### config.mk
export PLATFORM = sky130hd
export DESIGN_NAME = fetch_unit
export DESIGN_NICKNAME = d
export VERILOG_FILES = /design/src/rtl/fetch_pkg.sv /design/src/rtl/next_pc_sel.sv /design/src/rtl/fetch_unit.sv
export SDC_FILE = /design/constraint.sdc
export NUM_CORES = 1
export LEC_CHECK = 0
export CAP_MARGIN = 5
export CORE_UTILIZATION = 43
export CTS_BUF_LIST = sky130_fd_sc_hd__clkbuf_16
export DETAILED_ROUTE_END_ITERATION = 8
export PLACE_DENSITY = 0.93
export REMOVE_ABC_BUFFERS = 1
export SLEW_MARGIN = 20
export SYNTH_ARGS = -nofsm -noshare
export SYNTH_HDL_FRONTEND = slang
export SYNTH_SLANG_ARGS = --single-unit
### constraint.sdc
create_clock -name clk -period 4.35 [get_ports clk]
set_input_delay 0.87 -clock clk [delete_from_list [all_inputs] [get_ports clk]]
set_output_delay 0.87 -clock clk [all_outputs]
set_load 0.005 [all_outputs]
### src/rtl/fetch_pkg.sv
// Shared types and constants for the RV32I fetch stage.
// Latency: n/a (types and constants only).
// Backpressure: n/a.
package fetch_pkg;

   typedef enum logic [1:0] {
      RUN  = 2'd0,
      HALT = 2'd1,
      TRAP = 2'd2
   } fetch_state_t;

   typedef enum logic [1:0] {
      NONE         = 2'd0,
      MISALIGNED   = 2'd1,
      OUT_OF_RANGE = 2'd2,
      ZERO_WORD    = 2'd3
   } trap_cause_t;

   // beq x0,x0,0: a branch to itself, used by programs to signal completion
   localparam logic [31:0] HALT_INSTR = 32'h0000_0063;

endpackage

### src/rtl/next_pc_sel.sv
// Next-PC mux (jalr > jal > branch > sequential) with alignment and range checks.
// Latency: purely combinational, same cycle.
// Backpressure: none; the caller decides whether the result is committed.
module next_pc_sel
   import fetch_pkg::*;
#(
   parameter int WIDTH      = 32,
   parameter int IMEM_BYTES = 4096
) (
   input  logic [WIDTH-1:0] pc,
   input  logic             branch_taken,
   input  logic             jal,
   input  logic             jalr,
   input  logic [WIDTH-1:0] branch_target,
   input  logic [WIDTH-1:0] jalr_target,
   output logic [WIDTH-1:0] pc_plus4,
   output logic [WIDTH-1:0] next_pc,
   output logic [1:0]       fault
);

   // one extra bit so a sequential step past the top of the address space is visible
   localparam logic [WIDTH:0] LIMIT = (WIDTH+1)'(IMEM_BYTES);

   logic [WIDTH:0] seq_sum;
   logic           wrap;
   logic           jalr_lsb_unused;

   assign seq_sum         = {1'b0, pc} + (WIDTH+1)'(4);
   assign pc_plus4        = seq_sum[WIDTH-1:0];
   // JALR discards bit 0 of its target by definition
   assign jalr_lsb_unused = jalr_target[0];

   // priority target selection; only the sequential path can wrap
   always_comb begin
      next_pc = pc_plus4;
      wrap    = 1'b0;
      if (jalr) begin
         next_pc = {jalr_target[WIDTH-1:1], 1'b0};
      end else if (jal || branch_taken) begin
         next_pc = branch_target;
      end else begin
         wrap = seq_sum[WIDTH];
      end
   end

   // misalignment outranks range so a bad odd target reports the more specific cause
   always_comb begin
      fault = NONE;
      if (next_pc[1:0] != 2'b00) begin
         fault = MISALIGNED;
      end else if (wrap || ({1'b0, next_pc} >= LIMIT)) begin
         fault = OUT_OF_RANGE;
      end
   end

endmodule

### src/rtl/fetch_unit.sv
// PC register and fetch control for the single-cycle RV32I core, with halt/trap detection.
// Latency: retire is combinational; pc, state and counter update on the next rising edge.
// Backpressure: stall holds every register; HALT and TRAP freeze fetch until reset.
module fetch_unit
   import fetch_pkg::*;
#(
   parameter int               WIDTH      = 32,
   parameter logic [WIDTH-1:0] RESET_PC   = '0,
   parameter int               IMEM_BYTES = 4096,
   parameter int               CNT_W      = 32
) (
   input  logic             clk,
   input  logic             rst,
   input  logic             stall,
   input  logic [WIDTH-1:0] instr,
   input  logic             branch_taken,
   input  logic             jal,
   input  logic             jalr,
   input  logic [WIDTH-1:0] branch_target,
   input  logic [WIDTH-1:0] jalr_target,
   output logic [WIDTH-1:0] pc,
   output logic [WIDTH-1:0] pc_plus4,
   output logic             retire,
   output logic             halted,
   output logic             trap,
   output logic [1:0]       trap_cause,
   output logic [CNT_W-1:0] retired_count
);

   fetch_state_t     state_q, state_d;
   trap_cause_t      cause_q, cause_d;
   logic [WIDTH-1:0] pc_q;
   logic [WIDTH-1:0] next_pc;
   logic [1:0]       sel_fault;
   logic [CNT_W-1:0] cnt_q;
   logic             active;
   logic             zero_word;
   logic             halt_word;

   next_pc_sel #(
      .WIDTH      (WIDTH),
      .IMEM_BYTES (IMEM_BYTES)
   ) u_next_pc_sel (
      .pc            (pc_q),
      .branch_taken  (branch_taken),
      .jal           (jal),
      .jalr          (jalr),
      .branch_target (branch_target),
      .jalr_target   (jalr_target),
      .pc_plus4      (pc_plus4),
      .next_pc       (next_pc),
      .fault         (sel_fault)
   );

   assign active        = (state_q == RUN) && !stall;
   assign zero_word     = (instr == '0);
   assign halt_word     = (instr == WIDTH'(HALT_INSTR));
   assign pc            = pc_q;
   assign trap_cause    = cause_q;
   assign retired_count = cnt_q;

   // state register
   always_ff @(posedge clk) begin
      if (rst) begin
         state_q <= RUN;
      end else begin
         state_q <= state_d;
      end
   end

   // next state and trap cause; a zero word is checked before any PC fault
   always_comb begin
      state_d = state_q;
      cause_d = cause_q;
      if (active) begin
         if (zero_word) begin
            state_d = TRAP;
            cause_d = ZERO_WORD;
         end else if (sel_fault != 2'b00) begin
            state_d = TRAP;
            cause_d = trap_cause_t'(sel_fault);
         end else if (halt_word) begin
            state_d = HALT;
         end
      end
   end

   // state-decoded outputs; retire needs a running, unstalled, fault-free cycle
   always_comb begin
      retire = 1'b0;
      halted = 1'b0;
      trap   = 1'b0;
      case (state_q)
         RUN:     retire = !stall && !zero_word && (sel_fault == 2'b00);
         HALT:    halted = 1'b1;
         TRAP:    trap   = 1'b1;
         default: ;
      endcase
   end

   // PC, cause and retired counter; the halt instruction retires but leaves the PC in place
   always_ff @(posedge clk) begin
      if (rst) begin
         pc_q    <= RESET_PC;
         cnt_q   <= '0;
         cause_q <= NONE;
      end else begin
         cause_q <= cause_d;
         if (retire) begin
            cnt_q <= cnt_q + CNT_W'(1);
            if (!halt_word) begin
               pc_q <= next_pc;
            end
         end
      end
   end

endmodule

Word level (Yosys, flattened, before mapping). Cells that the tools add are included.

Register bits: 68. Bits in latches: 0. Memory bits (writable): 0. Bits in read-only memories: 0. Input port bits: 102. Logic and storage cells: 42. Memories: 0.

Add/sub/neg operators: 2. $mul: 0. Divide/modulo/power cells: 0. Magnitude comparators: 1. Eq/ne operators: 3. Shifts and indexed selects: 0. Mux-type cells: 14. Bitwise logic cells: 1. Reduce and logical (&&, ||, !) cells: 17.

Operators with widths (number): two-way mux 32 bit (2); adder 32 x 3 -> 33 bit, second input constant (1); adder 32 x 1 -> 32 bit, second input constant (1); == test 32 x 7 -> 1 bit, second input constant (1); greater-or-equal comparator 32 x 13 -> 1 bit, second input constant (1); zero test 32 bit (1); two-way mux 2 bit (7); AND reduction 2 bit (3); nonzero test 2 bit (3); two-way mux 1 bit (5); zero test 2 bit (2); logical AND 1 bit (3); nonzero test 3 bit (1); == test 2 x 1 -> 1 bit, second input constant (1); == test 2 bit, second input constant (1); zero test 1 bit (2); logical OR 1 bit (2); NOT 1 bit (1).

Longest topological paths before layout.
Depth after elaboration: 11. Gate-level depth with buffers: 11. Depth with buffers taken out: 9.

By module. From an unflattened synthesis, not the netlist that was laid out.

Cells, all modules: 642. Area, all modules: 4669.5 um^2.

By module, submodules not included: fetch_unit (times used 1, cells an instance 365, area each 3004.1 um^2, seq. area each 1361.3 um^2); next_pc_sel (times used 1, cells an instance 277, area each 1665.3 um^2, seq. area each 0.0 um^2).

Worst setup path after synthesis. No wires, ideal clock.

Path kind: input to output. Start: input branch_taken. End: output retire. Data arrival time: 2.680 ns. Data required time: 3.480 ns. Path slack: 0.800 ns. Stages: 8. Buffers on the path: 2. Cells stage by stage: or2_2 > buf_2 > buf_1 > a311o_1 > and4bb_4 > and4_4 > nand2_1 > nor2_1.

Cells in the longest elaborated chain, start to end: 10.

Ends and longest elaborated chain: start, declared (line fetch_unit.sv:16) `input logic branch_taken,`; logical OR 1 bit (*) (line next_pc_sel.sv:39) `end else if (jal || branch_taken) begin`; two-way mux 32 bit (line next_pc_sel.sv:39); two-way mux 32 bit (line next_pc_sel.sv:37) `if (jalr) begin`; greater-or-equal comparator 32 x 13 -> 1 bit (line next_pc_sel.sv:51) `end else if (wrap || ({1'b0, next_pc} >= LIMIT)) begin`; logical OR 1 bit (line next_pc_sel.sv:51); two-way mux 2 bit (line next_pc_sel.sv:51); two-way mux 2 bit (*) (line next_pc_sel.sv:49) `if (next_pc[1:0] != 2'b00) begin`; zero test 2 bit (*) (line fetch_unit.sv:94) `RUN: retire = !stall && !zero_word && (sel_fault == 2'b00);`; logical AND 1 bit (*) (line fetch_unit.sv:94); two-way mux 1 bit (*) (line fetch_unit.sv:93) `case (state_q)`; end, declared (line fetch_unit.sv:23) `output logic retire,`.

Every way passes the cells marked *; elsewhere a longest branch is shown, timed or not.

Worst setup path after layout.
Start: input branch_target[26]. End: output retire.

Cells in the longest elaborated chain, start to end: 9.

Ends and longest elaborated chain: start, declared (line fetch_unit.sv:19) `input logic [WIDTH-1:0] branch_target,`; two-way mux 32 bit (line next_pc_sel.sv:39); two-way mux 32 bit (line next_pc_sel.sv:37); greater-or-equal comparator 32 x 13 -> 1 bit (line next_pc_sel.sv:51); logical OR 1 bit (line next_pc_sel.sv:51); two-way mux 2 bit (line next_pc_sel.sv:51); two-way mux 2 bit (line next_pc_sel.sv:49); zero test 2 bit (line fetch_unit.sv:94); logical AND 1 bit (line fetch_unit.sv:94); two-way mux 1 bit (line fetch_unit.sv:93).

Every way passes these cells.

==> results_dict.tcl <==
set metrics [dict create \
    r2r_cells 10 \
    rr_endpoint "retired_count[7]" \
    crit_path_end "retire" \
    clk_latency_ps 320 \
    hp-class "flop to flop" \
    crit_type "primary input to output port" \
    grt_usage_pct 28.39 \
    worst_slew_pin_slew_ps 834.2 \
    grt_pass1_vias 5359 \
    finalSetupTns_ps 0 \
    ys_warn_count 0 \
    clock-root-buffer "clkbuf_16" \
    clk_pin_slew_ps 50 \
    relSlewSlack_pct 44.39 \
    startpoint "branch_target[26]" \
    layout_commonest_cell "clkdlybuf4s50_1" \
    drtIter0Drc 370 \
    numCtsBuffers 9 \
    initial_core_util_pct 44.61 \
    wirelength_um 16030 \
    skew_ps 9.916 \
    synth_cells 568 \
    setup_violations 0 \
    die-area_mm2 0.01118 \
    final_cell_area_mm2 0.007264 \
    antenna_cells 0 \
    layout_min_cycle_time_ps 4204 \
    vias_per_cell 6.044 \
    rr_startpoint "pc[7]" \
    drv_slew 0 \
    drc 0 \
    yosysSeqAreaShare_pct 29.43 \
    finalWorstSetupSlack_ps 146.5 \
    synth_ff_type "dfxtp_1" \
    fp.dieH_um 105.7 \
    grt_overflow 0 \
    cts_hold_buffers 0 \
    io_buffers 201 \
    endpoint_kind "output port" \
    layout_common_cells "197 x clkdlybuf4s50_1, 65 x dfxtp_1, 40 x nand2_1, 39 x nor2_1, 32 x buf_4" \
    std_cell_rows 37 \
    yosys.cell_types.count 65 \
    cts_tree "built" \
    vias 5512 \
    die_w_um 105.7 \
    route.met3.wl_um 1217 \
    cap_violations 0 \
    wl_met1_um 6804 \
    cp_data_required_time_ps 3480 \
    synth_edf_count 0 \
    fin_crit_sh_pct 96.63 \
    dr_wl_met2_um 7681 \
    grt_pass1_wl_um 26120 \
    max_freq_mhz 237.9 \
    gp_congestion 0.8304 \
    cts_num_sinks 68 \
    hold_violations 0 \
    place_area_mm2 0.006860 \
    yosys_register_bits 68 \
    pre_cts_slack_ps -82.66 \
    io_pins 203 \
    syn2layout_area_growth_pct 57.05 \
    ir_drop_v 0.0002106 \
    antenna_found_initial 0 \
    startpoint_type "primary input" \
    p_leak_nw 2.589 \
    routedWlPerCell_um 17.57 \
    syn_area_mm2 0.004626 \
    outcome "finished, final reports clean" \
    r2r_setup_slack_ps 810 \
    rsz0062_at_grt "false" \
    first_pass_iters 5 \
    coreArea_mm2 0.01037 \
    top_layer "met4" \
    async_flop_share_pct 0 \
    hpwlAfterDp_um 12100 \
    crit_arrival_ps 3330 \
    path_max_fanout 3 \
    ant_nets 0 \
    drive_gt1_share_pct 14.82 \
    cts_htree_levels 3 \
    grt_max_degree 47 \
    power_per_cell_area_mw_per_mm2 230.5 \
    cts_max_path_buffers 2 \
    synth.avg_cell_area_um2 8.144 \
    finalNetCount 875 \
]
## per-stage QoR
step / cells / hold slack (ps) / utilization, % / total power [W]
after global placement: 893 / 475.2 / 66.16 / 0.0008664
after CTS: 910 / 494.0 / 69.63 / 0.001682
final: 912 / 492.4 / 70.05 / 0.001674
after global routing: 912 / 532.1 / 70.05 / 0.001735
after detailed placement: 893 / 487.9 / 66.16 / 0.0008732
after floorplan: 525 / 453.8 / - / 0.0007213
## critical path: stages
cell and delay (ps):
clkdlybuf4s50_1 400, nor2_1 260, a21oi_1 150, o311a_1 140, a311o_1 270, and4bb_4 340
and4_4 220, nand2_1 80, nor2_2 100, clkdlybuf4s50_1 510
## Yosys cell counts (3+ instances only)
| cell type | number | share of area [%] |
|---|---|---|
| nor3_1 | 21 | 2.3 |
| o21a_1 | 4 | 0.65 |
| o311ai_0 | 17 | 3.2 |
| and2_1 | 4 | 0.54 |
| buf_4 | 4 | 0.65 |
| nand4_1 | 27 | 3.7 |
| nand3_1 | 23 | 2.5 |
| or2_2 | 21 | 2.8 |
| mux2_4 | 7 | 2.3 |
| xnor2_1 | 14 | 2.7 |
| o211a_1 | 3 | 0.65 |
| nand2_1 | 41 | 3.3 |
| a21oi_1 | 20 | 2.2 |
| clkbuf_1 | 23 | 1.9 |
| dfxtp_1 | 68 | 29 |
| nor3_2 | 8 | 1.7 |
| and3_1 | 10 | 1.4 |
| buf_2 | 12 | 1.3 |
| nor2_1 | 40 | 3.2 |
| o21ai_0 | 11 | 1.2 |
| or3_1 | 8 | 1.1 |
| mux2i_1 | 6 | 1.3 |
| o41ai_1 | 18 | 3.4 |
| and4_1 | 5 | 0.95 |
| a31oi_1 | 11 | 1.5 |
| nand2b_1 | 3 | 0.41 |
| nor3b_1 | 21 | 3.4 |
| nor2b_1 | 12 | 1.6 |
| mux2_2 | 5 | 1.2 |
| xor2_1 | 12 | 2.3 |
| or4_1 | 3 | 0.49 |
| nor4_1 | 23 | 3.1 |
| inv_1 | 12 | 0.97 |
| a211oi_1 | 11 | 1.8 |
## power breakdown
part	internal [W]	total [W]	leakage [nW]	switching, W
clock	0.000553	0.000809	0.172	0.000255
combinational	0.000132	0.000234	1.87	0.000102
sequential	0.000627	0.000631	0.550	0.00000390
## layout make-up
class                      count  area [um^2]
tap                          136        170.2
inverter                      12        45.04
multi-input combinational    445         3057
timing repair buffer         235         2295
fill                         799         3105
sequential                    68         1365
clock inverter                 7        107.6
clock buffer                   9        225.2
## sequential cells by signal, summed over array words and instances (netlist names)
name / cells
pc: 32
retired_count: 32
state_q: 2
trap_cause: 2
## cells by family after synthesis
kind of cell	after synthesis	synth area share [%]
simple gates	283	35.98
compound gates	116	18.91
flops	68	29.43
buf+inv	55	5.437
xor+xnor	26	4.923
mux	18	4.788
fa+ha+maj	2	0.5409
## worst min-delay path by stage
stage	start	endpoint	slack, ps	cells after the start
finish	state_q[0]	state_q[0]	490	2
floorplan	state_q[0]	state_q[0]	450	2
global route	retired_count[1]	retired_count[1]	530	2
detailed placement	state_q[0]	state_q[0]	490	2
CTS	state_q[0]	state_q[0]	490	2
global placement	state_q[0]	state_q[0]	480	2
## timing repair
item,CTS,global route
pin swaps,2,2
setup buffers,1,2
gates resized for setup,5,12
endpoints found under the setup margin,1,1
## layer usage
metal | vias up | track usage (%)
met3 | 36 | 3.896
met2 | 277 | 48.32
met4 | 0 | 9.127
met1 | 2626 | 36.88
li1 | 2573 | -
met5 | - | 0
Power figures use the tool's default switching activity.
